File: src/rtl/maxnet_pkg.sv
// Shared definitions for the Maxnet front-end: word width, FSM encoding and
// single-precision constants used by stimulus code.
package maxnet_pkg;

  localparam int DW = 32;

  typedef enum logic [1:0] {
    ST_COLLECT = 2'd0,
    ST_START   = 2'd1,
    ST_WAIT    = 2'd2,
    ST_RESULT  = 2'd3
  } state_t;

  localparam logic [31:0] FP_0P2 = 32'h3E4CCCCD;
  localparam logic [31:0] FP_0P4 = 32'h3ECCCCCD;
  localparam logic [31:0] FP_0P6 = 32'h3F19999A;
  localparam logic [31:0] FP_0P8 = 32'h3F4CCCCD;

endpackage

File: src/rtl/maxnet_operand_buf.sv
// Four-slot operand register file, written in order x1..x4 through an
// auto-incrementing write index.
module maxnet_operand_buf #(
  parameter int DW = 32
) (
  input  logic               clk,
  input  logic               rst_n,
  input  logic               i_we,
  input  logic               i_clear,
  input  logic [DW-1:0]      i_wdata,
  output logic [3:0][DW-1:0] o_slot,
  output logic               o_last
);

  logic [1:0]    r_idx;
  logic [DW-1:0] r_slot [4];

  always_ff @(posedge clk or negedge rst_n) begin
    if (!rst_n) begin
      r_idx <= '0;
    end else if (i_clear) begin
      r_idx <= '0;
    end else if (i_we) begin
      r_idx <= r_idx + 2'd1;
    end
  end

  // Slots are only written on a handshake, so operands hold while the core runs.
  generate
    for (genvar gi = 0; gi < 4; gi++) begin : g_slot
      always_ff @(posedge clk or negedge rst_n) begin
        if (!rst_n) begin
          r_slot[gi] <= '0;
        end else if (i_we && (r_idx == 2'(gi))) begin
          r_slot[gi] <= i_wdata;
        end
      end
      assign o_slot[gi] = r_slot[gi];
    end
  endgenerate

  assign o_last = (r_idx == 2'd3);

endmodule

File: src/rtl/maxnet_feeder.sv
// Streams four operands into the Maxnet core, pulses start, waits for done
// with a bounded timeout and returns the result on a valid/ready output.
module maxnet_feeder #(
  parameter int DW      = maxnet_pkg::DW,
  parameter int TIMEOUT = 255
) (
  input  logic          clk,
  input  logic          rst,
  input  logic          in_valid,
  output logic          in_ready,
  input  logic [DW-1:0] in_data,
  output logic          mx_start,
  output logic [DW-1:0] mx_x1,
  output logic [DW-1:0] mx_x2,
  output logic [DW-1:0] mx_x3,
  output logic [DW-1:0] mx_x4,
  input  logic          mx_done,
  input  logic [DW-1:0] mx_res,
  output logic          out_valid,
  input  logic          out_ready,
  output logic [DW-1:0] out_data,
  output logic          out_err,
  output logic          busy,
  output logic [15:0]   job_count
);

  import maxnet_pkg::*;

  localparam int CW = (TIMEOUT < 2) ? 1 : $clog2(TIMEOUT);

  state_t            r_state;
  state_t            w_next;
  logic [CW-1:0]     r_cnt;
  logic [DW-1:0]     r_out_data;
  logic              r_out_err;
  logic [15:0]       r_job_count;
  logic              w_in_hs;
  logic              w_last;
  logic              w_expire;
  logic [3:0][DW-1:0] w_slot;

  assign w_in_hs  = in_valid & in_ready;
  assign w_expire = (r_cnt == CW'(TIMEOUT - 1));

  maxnet_operand_buf #(.DW(DW)) u_buf (
    .clk     (clk),
    .rst_n   (rst),
    .i_we    (w_in_hs),
    .i_clear (busy),
    .i_wdata (in_data),
    .o_slot  (w_slot),
    .o_last  (w_last)
  );

  always_ff @(posedge clk or negedge rst) begin
    if (!rst) begin
      r_state <= ST_COLLECT;
    end else begin
      r_state <= w_next;
    end
  end

  // Outputs depend on state only, so an async reset drops them immediately.
  always_comb begin
    w_next    = r_state;
    in_ready  = 1'b0;
    mx_start  = 1'b0;
    out_valid = 1'b0;
    busy      = 1'b1;
    case (r_state)
      ST_COLLECT: begin
        in_ready = 1'b1;
        busy     = 1'b0;
        if (w_in_hs && w_last) w_next = ST_START;
      end
      ST_START: begin
        mx_start = 1'b1;
        w_next   = ST_WAIT;
      end
      ST_WAIT: begin
        if (mx_done || w_expire) w_next = ST_RESULT;
      end
      ST_RESULT: begin
        out_valid = 1'b1;
        if (out_ready) w_next = ST_COLLECT;
      end
      default: w_next = ST_COLLECT;
    endcase
  end

  always_ff @(posedge clk or negedge rst) begin
    if (!rst) begin
      r_cnt       <= '0;
      r_out_data  <= '0;
      r_out_err   <= 1'b0;
      r_job_count <= '0;
    end else begin
      if (r_state == ST_START) begin
        r_cnt <= '0;
      end else if ((r_state == ST_WAIT) && !mx_done && !w_expire) begin
        r_cnt <= r_cnt + CW'(1);
      end
      // A done arriving on the expiry cycle takes priority over the abort.
      if (r_state == ST_WAIT) begin
        if (mx_done) begin
          r_out_data <= mx_res;
          r_out_err  <= 1'b0;
        end else if (w_expire) begin
          r_out_data <= '0;
          r_out_err  <= 1'b1;
        end
      end
      if ((r_state == ST_RESULT) && out_ready) begin
        r_job_count <= r_job_count + 16'd1;
      end
    end
  end

  assign mx_x1     = w_slot[0];
  assign mx_x2     = w_slot[1];
  assign mx_x3     = w_slot[2];
  assign mx_x4     = w_slot[3];
  assign out_data  = r_out_data;
  assign out_err   = r_out_err;
  assign job_count = r_job_count;

endmodule

File: config.mk
export PLATFORM = sky130hd
export DESIGN_NAME = maxnet_feeder
export DESIGN_NICKNAME = d
export VERILOG_FILES = /design/src/rtl/maxnet_pkg.sv /design/src/rtl/maxnet_operand_buf.sv /design/src/rtl/maxnet_feeder.sv
export SDC_FILE = /design/constraint.sdc
export NUM_CORES = 1
export LEC_CHECK = 0
export CAP_MARGIN = 30
export CORE_MARGIN = 4
export CORE_UTILIZATION = 35
export DETAILED_ROUTE_END_ITERATION = 10
export PLACE_DENSITY = 0.66
export SLEW_MARGIN = 25
export SYNTH_ARGS = -nofsm -noshare
export SYNTH_HDL_FRONTEND = slang
export SYNTH_SLANG_ARGS = --single-unit
File: constraint.sdc
create_clock -name clk -period 1.95 [get_ports clk]
set_input_delay 0.195 -clock clk [delete_from_list [all_inputs] [get_ports clk]]
set_output_delay 0.195 -clock clk [all_outputs]
set_load 0.05 [all_outputs]
==> results by group, run 1 <==
Outcome
  – Status: completed

STA
  – Tcrit/Tclk final: around 97%
  – RSZ-0062 raised after global routing: no
  – Worst clock skew: 0.01334 ns
  – Min cycle time layout: between 1.5 and 2 ns
  – Final Slew Violations: 0
  – Slew HR: between 60 and 70%
  – Slew @ Worst Pin: roughly 0.56 ns
  – TNS Setup: 0 ns
  – Fmax: around 530 MHz
  – Final setup viols: 0
  – Min Hold Slack: about 0.27 ns
  – Final Hold Violating Endpoints: 0

Power
  – Static Leak: roughly 4.8 nW
  – Combinational Power Share: between 50% and 60%
  – Pwr Total: 22.23 mW
  – Peak VDD IR: about 1.2 mV
  – Clock power frac: approximately 15%
  – Internal: 11.74 mW
  – Switching Share: around 47%
  – Pwr dens: approximately 2000 nW/um^2
  – Sw Pwr: about 10 mW
  – Share of power burned in registers: 29.7%

GRT
  – First-pass GRT wire length: approximately 31 mm
  – Initial antenna violation count: 1
  – Gr usage total: roughly 16%
  – Largest net degree at the start of global routing: 47
  – Vias in the first global route: roughly 5500
  – GR Overflow Total: 0

CTS
  – H-tree depth: 4
  – Worst-Skew Late Latency: roughly 0.43 ns
  – Sink Count: approximately 190
  – CTS tree: built
  – Num CTS Buffers: 17
  – Setup bufs post-CTS: 0
  – Longest Clk Path Bufs: 2
  – Clk slew on worst S/H paths: approximately 0.070 ns
  – Root Driver: clkbuf_16

Route
  – Routed wire length: 18.94 mm
  – Antenna viol nets, final: 0
  – Initial drt markers: ~210
  – Router iterations before antenna repair: 5
  – Vias/cell: ~4.9
  – Routed len/inst: 18.55 um
  – Vias after detailed routing: 4966
  – DRC: 0

Floorplanning
  – Die Area: roughly 23000 um^2
  – Core Rows: between 50 and 60
  – DIE HEIGHT: ~150 um
  – Initial Util: 36.03%
  – Core ar.: 20490 um^2
  – Die width: ~150 um
  – # IOs: 250

Synth
  – Sequential fraction of the synthesis area: between 60% and 70%
  – Synthesized flop and latch total: between 150 and 200
  – Ys flop type: dfrtp_1
  – Synthesized cell area: 7385 um^2
  – Post-Syn Area per Cell: ~15 um^2
  – Most numerous cell in the Yosys netlist: dfrtp_1
  – Area leader, netlist: dfrtp_1
  – Async set-reset flop share out of synthesis: 100.0%
  – Synth warn: 0
  – Number of synthesized flops with an enable pin: 0
  – Post-synth top cells: dfrtp_1, mux2_2, a22o_1, xnor2_1, buf_2
  – Top-area cell type share of the netlist area: between 60% and 70%
  – Gate Count Post-Synth: approximately 480
  – Distinct cells, synth: 39
  – Syn_nets: approximately 560
  – Synth top area cells: dfrtp_1, mux2_2, a22o_1

Flow run
  – Max-Cap Viols: 0

Setup path
  – Critical path arrival: ~1.7 ns
  – Critical Path Max Stage Delay: between 0.8 and 0.9 ns
  – Critical Path Sink Type: primary output
  – Max Fanout on Critical Path: 5
  – Worst setup path category: flop to primary output
  – Top delay family on crit path: buffers and inverters
  – Required time worst endpoint: 1.75 ns
  – Worst R2R Setup Slack: between 0.15 and 0.2 ns
  – CP max stage cell: clkdlybuf4s50_1
  – Crit path launch type: flop
  – CP cell instances: clkdlybuf4s50_1
  – WP buf/inv: 1

Worst hold path
  – Worst Hold Class: input port to asynchronous set/reset pin

Finish
  – Fillers: between 1500 and 2000
  – Area growth syn-to-layout: 47.80%
  – Share of layout cells above drive strength 1: about a quarter
  – Nets: slightly above 800
  – Final Instance Count excl. Fillers: between 1000 and 1500

Place
  – DP Wirelength: between 10 and 15 mm
  – IO buf count: 249
  – GP Congestion: 0.7758
  – Dpl cells: a little under 1000
stage by stage:
| stage | setup slack (ns) | utilization, % | cell area (um^2) |
|---|---|---|---|
| final | 0.06044 | 53.25 | 10910 |
| after global routing | 0.007428 | 53.25 | 10910 |
| after CTS | 0.02975 | 53.20 | 10900 |
| after global placement | 0.1800 | 50.35 | 10320 |
| after floorplan | 0.01131 | - | 7387 |
| after detailed placement | 0.1008 | 50.35 | 10320 |
kinds of logic (layout without fill, tap and decap cells):
group,Yosys count,after routing,synth area share (%)
flops,189,189,64.05
mux,132,132,20.09
simple gates,53,53,3.897
compound gates,44,44,5.405
buf+inv,31,300,2.203
xor+xnor,21,21,2.491
fa+ha+maj,11,11,1.864
other cells,0,1,0
sequential cells by signal, indices dropped and copies added, names as in the netlist:
signal / flops
r_state: 2
u_buf.r_idx: 2
u_buf.o_slot: 128
r_cnt: 8
job_count: 16
out_data: 32
out_err: 1
placed cells by master (no fill, tap or decap), types with 2 or more instances in the layout:
master,Yosys,layout
nand3_2,0,4
mux2_2,129,129
ha_1,11,9
and3_1,3,2
inv_6,0,2
and2_1,2,2
clkinv_8,0,2
clkbuf_16,0,17
a21oi_1,2,2
nor2_1,13,13
clkinvlp_4,0,2
dfrtp_1,189,189
xnor2_1,18,18
inv_8,0,5
a22o_1,32,32
buf_12,0,11
nand2_1,9,9
nand3_1,9,5
a211oi_1,4,4
nand4_1,6,6
xor2_1,3,3
and4_1,2,2
clkdlybuf4s50_1,0,242
buf_4,1,5
dlymetal6s2s_1,0,2
clkinv_4,0,3
mux2i_1,2,2
ha_2,0,2
inv_1,7,7
power by group through the flow:
| stage | Combinational, mW | Clock (mW) | Sequential [mW] |
|---|---|---|---|
| floorplan | 2.40 | 0 | 12.1 |
| global placement | 12.2 | 0 | 6.63 |
| detailed placement | 12.4 | 0 | 6.65 |
| CTS | 12.4 | 3.46 | 6.63 |
| global route | 12.7 | 3.62 | 6.82 |
| finish | 12.3 | 3.34 | 6.61 |
worst reg2reg max path, stage by stage, from the launching register on:
cell      delay [ns]
dfrtp_1         0.43
inv_1           0.08
ha_1            0.17
and3_2          0.29
a21oi_2         0.12
a211oi_2        0.22
mux2_1          0.34
path summary, 6_finish.rpt:
path                                           start                            to  cells after the start
setup / recovery            job_count[1]$_DFFE_PN0P_                  job_count[1]                      1
hold / removal                                   rst  u_buf.o_slot[79]$_DFFE_PN0P_                      2
setup reg to reg                r_cnt[0]$_DFFE_PN0P_        r_state[1]$_DFFE_PN0P_                      6
hold reg to reg            job_count[15]$_DFFE_PN0P_     job_count[15]$_DFFE_PN0P_                      1
max in group asynchronous                        rst  u_buf.o_slot[91]$_DFFE_PN0P_                      3
min in group clk                           mx_res[6]       out_data[6]$_DFFE_PN0P_                      2
routing by layer:
metal	track usage, %	up-vias	wire length (um)
met5	0	-	0
met4	4.667	0	297
met3	5.202	19	1320
met2	28.96	175	9920
met1	18.63	2529	7399
li1	-	2243	-
timing repair:
| action | 4_1_cts | 5_1_grt |
|---|---|---|
| gates resized for setup | 0 | 4 |
| hold endpoints to repair | 38 | 0 |
| hold buffers | 1 | 0 |
| setup endpoints to repair | 0 | 38 |
area by class of cell:
type / instances / area, um^2 / area share, %
Sequential cell: 189 / 4730 / 43.33
Clock buffer: 17 / 425.4 / 3.898
Antenna cell: 1 / 2.502 / 0.02293
Inverter: 7 / 26.28 / 0.2407
Timing Repair Buffer: 262 / 2726 / 24.98
Multi-Input combinational cell: 261 / 2519 / 23.08
Clock inverter: 14 / 147.6 / 1.353
Tap cell: 270 / 337.8 / 3.095
(Power assumes the default switching activity.)
==> run 2: changes to the inputs <==
--- a/config.mk
+++ b/config.mk
@@ -14,3 +14,4 @@
 export SYNTH_ARGS = -nofsm -noshare
 export SYNTH_HDL_FRONTEND = slang
 export SYNTH_SLANG_ARGS = --single-unit
+export TNS_END_PERCENT = 20
==> results of run 2 <==
Same layout as run 1: the final DEF is identical, and so are final timing and power.
